## config.mk

```make
export PLATFORM = sky130hd
export DESIGN_NAME = pendigits_feature_loader
export DESIGN_NICKNAME = d
export VERILOG_FILES = /design/src/rtl/pendigits_feature_loader.sv
export SDC_FILE = /design/constraint.sdc
export NUM_CORES = 1
export LEC_CHECK = 0
export ABC_AREA = 1
export CORE_UTILIZATION = 45
export CTS_BUF_LIST = sky130_fd_sc_hd__clkbuf_4 sky130_fd_sc_hd__clkbuf_8 sky130_fd_sc_hd__clkbuf_16
export CTS_CLUSTER_DIAMETER = 150
export DETAILED_ROUTE_END_ITERATION = 12
export MAX_ROUTING_LAYER = met4
export PLACE_DENSITY = 0.82
export SLEW_MARGIN = 10
export SYNTH_ARGS = -nofsm -noshare
export SYNTH_HDL_FRONTEND = slang
export SYNTH_SLANG_ARGS = --single-unit
```

## constraint.sdc

```tcl
create_clock -name clk -period 1.8 [get_ports clk]
set_clock_uncertainty 0.15 [all_clocks]
set_input_delay 0.27 -clock clk [delete_from_list [all_inputs] [get_ports clk]]
set_output_delay 0.27 -clock clk [all_outputs]
set_load 0.02 [all_outputs]
```

## src/rtl/pendigits_feature_loader.sv

```systemverilog
// pendigits_feature_loader: packs a serial stream of B-bit features into an N*B frame bus, waits SETTLE cycles, registers the classifier klass and hands it downstream
// Ports:
//   clk, rst_n                 clock, asynchronous active-low reset
//   s_valid/s_data/s_last/s_ready   feature stream in (valid/ready)
//   inp                        registered frame bus driving the classifier
//   klass_in                   classifier result (combinational function of inp)
//   m_valid/m_klass/m_ready    registered class result out (valid/ready)
//   frame_err                  one-cycle pulse on a framing error
// Build option: define PENDIGITS_LOADER_FRAME_CHK_EN to check s_last against the
// beat count and discard mis-framed frames; otherwise frames close on count alone.
module pendigits_feature_loader #(
  parameter int N = 16,
  parameter int B = 4,
  parameter int C = 10,
  parameter int SETTLE = 1,
  localparam int KW = $clog2(C)
) (
  input  logic           clk,
  input  logic           rst_n,
  input  logic           s_valid,
  input  logic [B-1:0]   s_data,
  input  logic           s_last,
  output logic           s_ready,
  output logic [N*B-1:0] inp,
  input  logic [KW-1:0]  klass_in,
  output logic           m_valid,
  output logic [KW-1:0]  m_klass,
  input  logic           m_ready,
  output logic           frame_err
);
  localparam int CW = $clog2(N);
  localparam int SW = $clog2(SETTLE + 1);
  typedef enum logic [1:0] {ST_LOAD, ST_SETTLE, ST_OUT} state_t;
  state_t state_q, state_d;
  logic [CW-1:0] cnt_q, cnt_d;
  logic [SW-1:0] scnt_q, scnt_d;
  logic [N*B-1:0] inp_q, inp_d;
  logic m_valid_q, m_valid_d;
  logic [KW-1:0] m_klass_q, m_klass_d;
  logic acc, last, err;
  assign s_ready = (state_q == ST_LOAD);
  assign acc = s_valid && s_ready;
  assign last = (cnt_q == CW'(N - 1));
  assign inp = inp_q;
  assign m_valid = m_valid_q;
  assign m_klass = m_klass_q;
`ifdef PENDIGITS_LOADER_FRAME_CHK_EN
  logic frame_err_q;
  assign err = acc && (s_last != last);
  assign frame_err = frame_err_q;
  always_ff @(posedge clk or negedge rst_n)
    if (!rst_n) frame_err_q <= 1'b0;
    else frame_err_q <= err;
`else
  logic unused_last;
  assign unused_last = s_last;
  assign err = 1'b0;
  assign frame_err = 1'b0;
`endif
  always_comb begin
    state_d = state_q;
    cnt_d = cnt_q;
    scnt_d = scnt_q;
    inp_d = inp_q;
    m_valid_d = m_valid_q;
    m_klass_d = m_klass_q;
    case (state_q)
      ST_LOAD: if (acc) begin
        // k-th beat of a frame lands at nibble N-1-k, so the first feature is the MS nibble
        inp_d[(N - 1 - int'(cnt_q)) * B +: B] = s_data;
        cnt_d = (err || last) ? '0 : cnt_q + 1'b1;
        if (last && !err) begin
          state_d = ST_SETTLE;
          scnt_d = '0;
        end
      end
      ST_SETTLE: begin
        scnt_d = scnt_q + 1'b1;
        if (scnt_q == SW'(SETTLE - 1)) begin
          m_klass_d = klass_in;
          m_valid_d = 1'b1;
          state_d = ST_OUT;
        end
      end
      ST_OUT: if (m_ready) begin
        m_valid_d = 1'b0;
        cnt_d = '0;
        state_d = ST_LOAD;
      end
      default: state_d = ST_LOAD;
    endcase
  end
  always_ff @(posedge clk or negedge rst_n)
    if (!rst_n) begin
      state_q <= ST_LOAD;
      cnt_q <= '0;
      scnt_q <= '0;
      inp_q <= '0;
      m_valid_q <= 1'b0;
      m_klass_q <= '0;
    end else begin
      state_q <= state_d;
      cnt_q <= cnt_d;
      scnt_q <= scnt_d;
      inp_q <= inp_d;
      m_valid_q <= m_valid_d;
      m_klass_q <= m_klass_d;
    end
endmodule
```

Word-level counts from Yosys, hierarchy flattened
Cells that the tools add are included.
{ "totals": {"ff_bits": 76, "latch_bits": 0, "ramBits": 0, "romBits": 0, "word_cells": 47, "memories": 0} }
{ "classes": {"addsub": 4, "mul": 0, "n_div": 0, "n_lt_le_gt_ge": 0, "n_eq_ne": 7, "n_shift": 2, "muxes": 16, "bitwise": 1, "reduce_logical": 11} }
{ "ops": {"columns": ["op", "n"], "rows": [
  ["$bwmux 64", 1],
  ["$shift 4x33->64 const A", 1],
  ["$shiftx 4x33->64", 1],
  ["$neg 7->33", 1],
  ["$mux 4", 3],
  ["$reduce_and 3->1", 3],
  ["$mux 2", 4],
  ["$pmux 4 s2", 1],
  ["$pmux 2 s3", 1],
  ["$reduce_bool 2->1", 3],
  ["$sub 4x4->5 const A", 1],
  ["$add 4x1->4 const B", 1],
  ["$eq 4x4->1 const B", 1],
  ["$mux 1", 4],
  ["$ne 2x1->1 const B", 2],
  ["$ne 2x2->1 const B", 2],
  ["$pmux 1 s2", 2],
  ["$reduce_and 2->1", 2],
  ["$reduce_and 4->1", 1],
  ["$eq 2x1->1 const B", 1],
  ["$eq 2x2->1 const B", 1],
  ["$logic_not 2->1", 1],
  ["$add 1x1->1 const B", 1],
  ["$logic_and 1x1->1", 1],
  ["$not 1->1", 1]
]} }

Longest topological paths before layout
Gate-level depths: netlist of run 1.
{ "depth": {"ltp_word": 4, "depth_mapped": 10} }

Least setup slack after synthesis of run 1
OpenSTA, ideal clock, no wires.
{ "synth_timing": {"path_kind": "reg-to-reg", "start": "register cnt_q[0]", "end": "register inp_q[61], in the netlist inp[61]", "setup_time_ns": 0.083, "arrival_time_ns": 1.691, "slack_ns": -0.124, "path_stages_with_launch": 10, "n_path_buf": 1, "synth_period_minus_slack_ns": 1.924, "path_cell_list": "dfrtp_1 inv_2 nor3_2 ha_1 clkbuf_1 nor2_1 nand2_1 nor2_1 nand2_1 o21ai_0"} }
{ "synth_via": {"elab_chain_len": 4} }
{ "synth_lines": {"columns": ["element", "line_no", "source"], "rows": [
  ["start: declaration", "35", "logic [CW-1:0] cnt_q, cnt_d;"],
  ["start signal: assignment", "103", "cnt_q <= cnt_d;"],
  ["$sub 4x4->5 (*)", "70", "inp_d[(N - 1 - int'(cnt_q)) * B +: B] = s_data;"],
  ["$neg 7->33 (*)", "70", null],
  ["$shiftx 4x33->64 or $shift 4x33->64 (tied branches)", "70", null],
  ["$bwmux 64 (*)", "70", null],
  ["end signal: assignment", "105", "inp_q <= inp_d;"],
  ["end: declaration", "37", "logic [N*B-1:0] inp_q, inp_d;"]
]} }
Mark *: on every way between the ends. The rest lies on a longest branch, timed or not.
A chain may end at the register's enable or synchronous reset.

Final worst setup path of run 1
{ "layout_timing": {"start": "register cnt_q[1]", "end": "register inp_q[32], in the netlist inp[32]"} }
Same word-level chain as after synthesis.

==> results of run 1 <==
## cell usage in the layout (no fill, tap or decap), drive strengths merged
cell type,count
nand2,133
bufinv,1
clkinv,1
dlygate4sd3,1
ha,2
clkdlybuf4s50,61
conb,1
o21ai,26
dlygate4sd2,3
dlymetal6s2s,16
dfrtp,76
inv,30
o22ai,3
nor3,3
a21oi,1
o211ai,1
nand4,43
mux2,4
buf,69
clkbuf,16
nand3,37
nor2,34
## state kept, by name, indices dropped and copies added (netlist names)
name,cells
m_valid,1
inp,64
state_q,2
cnt_q,4
scnt_q,1
m_klass,4
## repair_timing
item	4_1_cts	5_1_grt
hold buffers	1	0
setup buffers	16	13
gates cloned	1	3
pin swaps	17	31
endpoints found under the hold margin	76	0
resized for setup	64	89
setup endpoints to repair	65	79
## worst min-delay path, stage by stage
cell and delay (ns):
dlygate4sd3_1 0.52, buf_2 0.12, buf_12 0.33
## power by group through the flow
stage	clock, uW	sequential, uW	combinational [uW]
detailed placement	0	2740	5370
CTS	1390	2730	6120
global route	1470	2830	7870
finish	1390	2770	7530
floorplan	0	3410	2330
global placement	0	2700	5210
## synthesized netlist by cell type
cell type    n  share of area, %
nand2_2      8               1.4
o211ai_2     1              0.35
nor3_2       1              0.28
buf_4        4              0.84
a21oi_1      1              0.14
inv_2        4              0.42
o21ai_0     21               2.9
nand4_1     43               7.5
clkbuf_1     4              0.42
mux2_2       4               1.3
o21ai_1      5              0.70
o22ai_1      3              0.53
nor2_2       5              0.88
nor2_4       3              0.95
nor2_1      26               2.7
nand3_2      8               2.2
dfrtp_1     76                53
nand2_1    125                13
nor3_1       2              0.28
ha_1         2              0.70
inv_1       27               2.8
buf_2       11               1.5
buf_6        1              0.32
nand3_1     29               4.1
conb_1       1              0.11
## per-layer routing
layer	vias up	wire, um
li1	1667	-
met1	1889	4640
met2	279	6240
met3	84	1020
met4	0	777
met5	-	0
## stage by stage
stage	cells	util, %	cell area (um^2)	hold slack (ns)	TNS (ns)
6_report	664	75.1	5770	0.308	-6.33
3_3_place_gp	620	62.1	4770	0.177	-2.08
5_1_grt	664	75.1	5770	0.350	-10.27
4_1_cts	654	69.5	5350	0.325	-2.86
3_5_place_dp	620	62.1	4770	0.181	-3.90
2_1_floorplan	415	-	3610	-0.176	-0.423
## final timing paths
path	startpoint	endpoint	slack, ns	depth (start not counted)
setup / recovery	cnt_q[1]	inp[32]	-0.25	8
max in group asynchronous	rst_n	inp[50]	0.87	3
min in group clk	inp[1]	inp[1]	0.32	2
setup reg to reg	cnt_q[1]	inp[32]	-0.25	8
hold reg to reg	inp[1]	inp[1]	0.32	2
hold / removal	rst_n	inp[4]	0.31	3
## cells by family after synthesis
kind of cell	Yosys count	synth area share (%)
adders and majority gates	2	0.702
and+or+nand+nor	250	33.5
other	1	0.105
muxes	4	1.26
buffers and inverters	51	6.39
DFF	76	53.3
AOI/OAI and AO/OA	31	4.67
## area by class of cell
| class | instances | area [um^2] | area share (%) |
|---|---|---|---|
| clock buffers | 15 | 181 | 3.14 |
| well taps | 102 | 128 | 2.21 |
| inverters | 31 | 129 | 2.23 |
| multi-input cells | 288 | 1840 | 31.8 |
| clock inverters | 1 | 30.0 | 0.520 |
| repair buffers | 151 | 1570 | 27.1 |
| flip-flops and latches | 76 | 1900 | 33.0 |
==> flow_metrics.py, run 1 <==
metrics = {
    "global_route": {
        "grt_pass1_wl_um": 16900,
        "grt_max_degree": 77,
        "use_met2_pct": 44.2,
        "grt-ovfl-total": 0,
        "use_met1_pct": 31.2,
        "grt.total_usage_pct": 26.8,
        "antenna_found_initial": 0,
        "grt.busiest_layer": "met2",
        "grt_pass1_vias": 3569,
        "use_met3_pct": 5.70,
    },
    "place": {
        "routabilityCongestion": 0.905,
        "place_ws_ns": -0.138,
        "dp_hpwl_um": 6560,
        "port_buffers": 81,
    },
    "cells_and_area": {
        "fin_nets": 572,
        "area_growth_pct": 61.9,
        "drive_gt1_share_pct": 31.3,
        "n_fill_cell": 484,
        "antenna_cells": 0,
    },
    "worst_setup_path": {
        "cp_num_buf_inv": 2,
        "path_max_fanout": 8,
        "arrival_ns": 2.16,
        "cp-start-kind": "register",
        "critPathTopFamily": "simple AND/OR/NAND/NOR gates",
        "cp_slowest_stage_delay_ns": 0.43,
        "cp_common_cell": "nor2_4",
        "cp.required_ns": 1.91,
        "slowest_stage": "dfrtp_1",
        "cp-end-kind": "register",
        "crit_chain": "ha_2 -> nor2_1 -> nor2_4 -> buf_12 -> nor2_4 -> buf_6 -> nand2_8 -> o21ai_1",
        "worst-setup-path-type": "reg2reg",
    },
    "pwr": {
        "ir_drop_mv": 1.20,
        "seqPwrFrac_pct": 23.7,
        "p_per_area_mw_per_mm2": 2020,
        "combPwrFrac_pct": 64.4,
        "clockPowerShare_pct": 11.9,
        "p_int_uw": 6310,
        "leakage_uw": 0.00300,
        "switching_share_pct": 46.0,
        "switching_power_uw": 5370,
        "power.total_uw": 11700,
    },
    "worst_hold_path": {
        "worstHoldPathType": "in2async",
    },
    "routing": {
        "dr.first_iter.drc_count": 415,
        "wl_per_cell_um": 19.1,
        "ant_nets": 0,
        "drc_errors": 0,
        "vias_per_cell": 5.90,
        "dr.pass1.iters": 6,
        "vias": 3919,
        "wl_um": 12700,
    },
    "sta": {
        "fmax_ghz": 0.489,
        "hold_viol": 0,
        "fin_crit_sh_pct": 114,
        "fin_ws_ns": -0.246,
        "setup_violations": 63,
        "rsz0062_at_grt": "true",
        "slew_violations": 0,
        "finalCriticalPeriod_ns": 2.05,
    },
    "synthesis": {
        "synth_warnings": 0,
        "synth-seq-area-share_pct": 53.3,
        "syn_area_per_cell_um2": 8.59,
        "syn_nets": 430,
        "syn_area_mm2": 0.00357,
        "synth_seq_cells": 76,
        "syn_inst": 415,
        "yosysUniqueCellTypes": 25,
    },
    "clock_network": {
        "clockBufferDepth": 2,
        "clkSinkCount": 76,
        "numCtsBuffers": 9,
        "cts_tree": "yes",
        "htreeDepth": 3,
        "root_buffer": "clkbuf_8",
        "clk_pin_slew_worst_paths_ns": 0.07,
        "clock_latency_ns": 0.36,
    },
    "floorplan": {
        "fp.dieW_um": 91.0,
        "io_pins": 84,
        "die_h_um": 91.0,
        "die_area_mm2": 0.00828,
        "core_area_mm2": 0.00769,
        "initial_core_util_pct": 46.4,
        "core.rowCount": 32,
    },
    "outcome": {
        "status": "finished, violations left",
        "violations": "negative setup slack",
    },
    "job": {
        "cap_viol_max_count": 0,
    },
}
(Power assumes the default switching activity.)
==> run 2, diff against run 1 <==
==> constraint.sdc (replaced) <==
create_clock -name clk -period 1.65 [get_ports clk]
set_clock_uncertainty 0.15 [all_clocks]
set_input_delay 0.2475 -clock clk [delete_from_list [all_inputs] [get_ports clk]]
set_output_delay 0.2475 -clock clk [all_outputs]
set_load 0.02 [all_outputs]
==> flow_metrics.py, run 2 (same netlist as run 1, synthesis figures left out) <==
metrics = {
    "outcome": {
        "status": "finished, violations left",
        "violations": "negative setup slack",
    },
    "sta": {
        "setup_violations": 66,
        "slew_violations": 0,
        "fmax_ghz": 0.527,
        "tns_ns": -13.36,
        "fin_ws_ns": -0.249,
        "fin_crit_sh_pct": 115,
        "hold_slack_ns": 0.309,
        "hold_viol": 0,
        "rsz0062_at_grt": "true",
        "finalCriticalPeriod_ns": 1.90,
    },
    "floorplan": {
        "die_area_mm2": 0.00828,
        "initial_core_util_pct": 46.4,
        "io_pins": 84,
        "core_area_mm2": 0.00769,
        "core.rowCount": 32,
        "fp.dieW_um": 91.0,
        "die_h_um": 91.0,
    },
    "pwr": {
        "leakage_uw": 0.00306,
        "p_per_area_mw_per_mm2": 2170,
        "ir_drop_mv": 1.20,
    },
    "routing": {
        "dr.first_iter.drc_count": 362,
        "vias": 3697,
        "vias_per_cell": 5.53,
        "drc_errors": 0,
        "dr.pass1.iters": 5,
        "wl_per_cell_um": 16.8,
        "ant_nets": 0,
        "wl_um": 11300,
    },
    "cells_and_area": {
        "layout_commonest_cell": "nand2_1",
        "antenna_cells": 0,
        "design_area_mm2": 0.00575,
        "final_cell_mix": "nand2_1 (88), dfrtp_1 (76), dlygate4sd2_1 (70)",
        "area_growth_pct": 61.2,
        "drive_gt1_share_pct": 33.5,
        "largest_reg_flops": 64,
        "fin_nets": 577,
        "post-route-util_pct": 74.8,
    },
    "clock_network": {
        "root_buffer": "clkbuf_8",
        "clock_latency_ns": 0.34,
        "clkSinkCount": 76,
        "cts_tree": "yes",
        "clk_pin_slew_worst_paths_ns": 0.08,
        "htreeDepth": 3,
        "clockBufferDepth": 2,
        "numCtsBuffers": 9,
    },
    "worst_setup_path": {
        "path_max_fanout": 8,
        "arrival_ns": 1.99,
        "slowest_stage": "dfrtp_1",
        "cp-end-kind": "register",
        "cp_slowest_stage_delay_ns": 0.39,
        "cp-start-kind": "register",
        "crit_chain": "inv_2 -> nor3_4 -> ha_4 -> nand2_4 -> nor2_4 -> inv_2 -> nor2_4 -> buf_12 -> nand2_8 -> nand2_4 -> o21ai_2",
        "worst-setup-path-type": "reg2reg",
        "cp.required_ns": 1.74,
    },
    "place": {
        "routabilityCongestion": 0.935,
        "dp_hpwl_um": 6880,
        "place_ws_ns": -0.286,
        "port_buffers": 81,
        "place_area_mm2": 0.00493,
    },
    "global_route": {
        "grt_max_degree": 77,
        "grt_pass1_vias": 3686,
        "grt.total_usage_pct": 28.4,
        "antenna_found_initial": 0,
        "grt-ovfl-total": 0,
        "grt_pass1_wl_um": 18000,
    },
    "worst_hold_path": {
        "worstHoldPathType": "in2async",
    },
    "job": {
        "cap_viol_max_count": 0,
    },
}
[run 2: cell types whose count changed in the layout (fill, tap and decap cells not counted), moves of 4 or more]
cell / change
dlymetal6s2s_1: -16
clkdlybuf4s50_1: -51
dlygate4sd2_1: +67
buf_4: +10
nand2_4: +4
buf_6: -7
nand2_1: -9
nand2_2: +8
buf_12: +4
[run 2: worst paths after layout]
kind	cells after the start	slack, ns	endpoint	start
min in group clk	2	0.32	inp[36]	inp[36]
max reg2reg	11	-0.25	inp[22]	cnt_q[0]
max in group asynchronous	3	0.73	inp[40]	rst_n
min reg2reg	2	0.32	inp[36]	inp[36]
min	3	0.31	m_klass[0]	rst_n
max	11	-0.25	inp[22]	cnt_q[0]
[run 2: per-stage QoR]
step | power [uW] | cells
3_5_place_dp | 9370 | 626
4_1_cts | 11700 | 665
5_1_grt | 13000 | 669
6_report | 12500 | 669
3_3_place_gp | 9210 | 626
2_1_floorplan | 6430 | 415
[run 2: report_power, final]
| group | internal [uW] | switching (uW) |
|---|---|---|
| Combinational | 3440 | 4470 |
| Clock | 902 | 668 |
| Sequential | 2550 | 442 |
[run 2: per-layer routing]
layer  up-vias  share of wire [%]  global-route usage (%)
met5         -                  0                       -
met4         0                3.8                    13.4
met3        43                5.4                    4.19
met2       180                 51                    48.0
met1      1795                 39                    33.6
li1       1679                  -                       -
[run 2: layout make-up]
cell class                      count  area (um^2)
Inverter                           31          128
Sequential cell                    76         1900
Timing Repair Buffer              156         1550
Fill cell                         507         1940
Multi-Input combinational cell    288         1820
Clock buffer                       11          145
Clock inverter                      5         75.1
Tap cell                          102          128
[run 2: critical path, delay by kind of cell, from the launching register on]
| family | cells | cell delay, ns |
|---|---|---|
| and+or+nand+nor | 6 | 0.69 |
| DFF | 1 | 0.39 |
| buffers and inverters | 3 | 0.29 |
| adders and majority gates | 1 | 0.22 |
| AOI/OAI and AO/OA | 1 | 0.05 |
[run 2: repair_timing]
action,4_1_cts,5_1_grt
gates cloned,4,0
setup endpoints to repair,135,68
hold buffers,1,0
setup buffers,18,4
endpoints found under the hold margin,76,0
resized for setup,122,62
pin swaps,25,31
==> run 3, diff against run 2 <==
--- a/config.mk
+++ b/config.mk
@@ -6,6 +6,7 @@
 export NUM_CORES = 1
 export LEC_CHECK = 0
 export ABC_AREA = 1
+export CORE_ASPECT_RATIO = 1.2
 export CORE_UTILIZATION = 45
 export CTS_BUF_LIST = sky130_fd_sc_hd__clkbuf_4 sky130_fd_sc_hd__clkbuf_8 sky130_fd_sc_hd__clkbuf_16
 export CTS_CLUSTER_DIAMETER = 150
==> flow_metrics.py, run 3 (same netlist as run 1, synthesis figures left out) <==
metrics = {
    "routing": {
        "wl_per_cell_um": 16.7,
        "vias_per_cell": 5.57,
        "wl_um": 10800,
        "dr.first_iter.drc_count": 308,
        "dr.pass1.iters": 4,
        "vias": 3602,
        "drc_errors": 0,
        "ant_nets": 0,
    },
    "floorplan": {
        "core_area_mm2": 0.00766,
        "fp.dieW_um": 83.3,
        "io_pins": 84,
        "die_h_um": 99.5,
        "core.rowCount": 35,
        "initial_core_util_pct": 46.5,
        "die_area_mm2": 0.00829,
    },
    "worst_setup_path": {
        "reg2regPathDepth": 12,
        "crit_chain": "buf_6 -> ha_4 -> nand3_4 -> buf_4 -> nand2_4 -> nor2_4 -> inv_2 -> nor2_4 -> buf_4 -> nand2_4 -> nand2_1 -> o21ai_0",
        "rr_endpoint": "inp[20]",
        "reg2reg_from": "cnt_q[0]",
        "cp-end-kind": "register",
        "reg2reg_slack_ns": -0.24,
        "cp.required_ns": 1.74,
        "arrival_ns": 1.98,
        "path_max_fanout": 8,
        "cp-start-kind": "register",
        "cp_slowest_stage_delay_ns": 0.41,
        "worst-setup-path-type": "reg2reg",
        "slowest_stage": "dfrtp_1",
    },
    "sta": {
        "finalCriticalPeriod_ns": 1.89,
        "hold_viol": 0,
        "hold_slack_ns": 0.307,
        "slew_violations": 0,
        "rsz0062_at_grt": "true",
        "fmax_ghz": 0.528,
        "fin_crit_sh_pct": 115,
        "setup_violations": 65,
        "fin_ws_ns": -0.243,
    },
    "cells_and_area": {
        "largest_reg_flops": 64,
        "fin_nets": 565,
        "antenna_cells": 0,
        "layout_commonest_cell": "nand2_1",
        "post-route-util_pct": 72.2,
        "design_area_mm2": 0.00553,
        "n_fill_cell": 526,
        "area_growth_pct": 55.1,
        "final_cell_mix": "nand2_1 (91), dfrtp_1 (76), dlygate4sd2_1 (70)",
        "drive_gt1_share_pct": 30.8,
    },
    "outcome": {
        "violations": "negative setup slack",
        "status": "finished, violations left",
    },
    "clock_network": {
        "clockBufferDepth": 2,
        "htreeDepth": 3,
        "clk_pin_slew_worst_paths_ns": 0.09,
        "clkSinkCount": 76,
        "cts_tree": "yes",
        "clock_latency_ns": 0.35,
        "root_buffer": "clkbuf_8",
        "numCtsBuffers": 9,
    },
    "worst_hold_path": {
        "worstHoldPathType": "in2async",
    },
    "pwr": {
        "seqPwrFrac_pct": 26.0,
        "switching_share_pct": 47.1,
        "p_int_uw": 6090,
        "clockPowerShare_pct": 11.0,
        "ir_drop_mv": 1.48,
        "leakage_uw": 0.00294,
        "combPwrFrac_pct": 63.0,
        "switching_power_uw": 5430,
        "p_per_area_mw_per_mm2": 2080,
    },
    "place": {
        "place_area_mm2": 0.00486,
        "place_ws_ns": -0.313,
        "routabilityCongestion": 0.901,
        "dp_hpwl_um": 6860,
        "port_buffers": 81,
    },
    "global_route": {
        "grt_pass1_wl_um": 16400,
        "antenna_found_initial": 0,
        "grt_pass1_vias": 3442,
        "grt-ovfl-total": 0,
        "grt.total_usage_pct": 25.7,
        "grt_max_degree": 77,
    },
    "job": {
        "cap_viol_max_count": 0,
    },
}
-- run 3: routing by layer --
layer	share of wire [%]	vias to the layer above	global-route usage, %	routed length (um)
met5	0	-	-	0
met4	2.9	0	11.8	310
met3	5.4	30	4.07	582
met2	53	159	42.4	5760
met1	38	1761	31.1	4130
li1	-	1652	-	-
-- run 3: area by class of cell --
cell class | instances | area [um^2] | area share [%]
clock buffer | 10 | 131 | 2.38
inverter | 31 | 126 | 2.28
clock inverter | 6 | 41.3 | 0.746
tap | 92 | 115 | 2.08
multi-input combinational | 288 | 1800 | 32.6
timing repair buffer | 144 | 1410 | 25.5
sequential | 76 | 1900 | 34.4
-- run 3: timing repair --
| action | 4_1_cts | 5_1_grt |
|---|---|---|
| pin swaps | 28 | 24 |
| buffers inserted | 11 | 6 |
| cloned | 3 | 1 |
| resized for setup | 106 | 70 |
| hold endpoints to repair | 76 | 0 |
| hold buffers | 1 | 0 |
| endpoints found under the setup margin | 135 | 67 |
-- run 3: how the worst max path moves through the flow --
stage                   from       to  slack, ns  depth (start not counted)
global route        cnt_q[0]  inp[31]      -0.32                         11
detailed placement  cnt_q[0]  inp[16]      -0.31                          9
floorplan           cnt_q[0]  inp[20]      -0.17                         10
global placement    cnt_q[2]  inp[27]      -0.23                         10
CTS                 cnt_q[0]  inp[25]      -0.25                         11
finish              cnt_q[0]  inp[20]      -0.24                         12
-- run 3: through the flow --
step           setup TNS (ns)  total power [uW]  std cells
4_1_cts                -12.37             10700        642
2_1_floorplan           -9.19              6430        415
3_3_place_gp           -11.95              8990        612
5_1_grt                -18.09             12100        647
6_report               -12.61             11500        647
3_5_place_dp           -14.92              9190        612
-- run 3: worst max-delay path, delay by kind of cell (launching register included) --
kind | cells | cell delay [ns]
and+or+nand+nor | 6 | 0.52
buffers and inverters | 4 | 0.46
AOI/OAI and AO/OA | 1 | 0.08
adders and majority gates | 1 | 0.17
DFF | 1 | 0.41
-- run 3: power by group through the flow --
stage | sequential [uW] | clock, uW | combinational (uW)
6_report | 3000 | 1270 | 7260
2_1_floorplan | 3720 | 0 | 2720
3_3_place_gp | 2950 | 0 | 6040
5_1_grt | 3080 | 1350 | 7700
3_5_place_dp | 2980 | 0 | 6210
4_1_cts | 2930 | 1270 | 6510
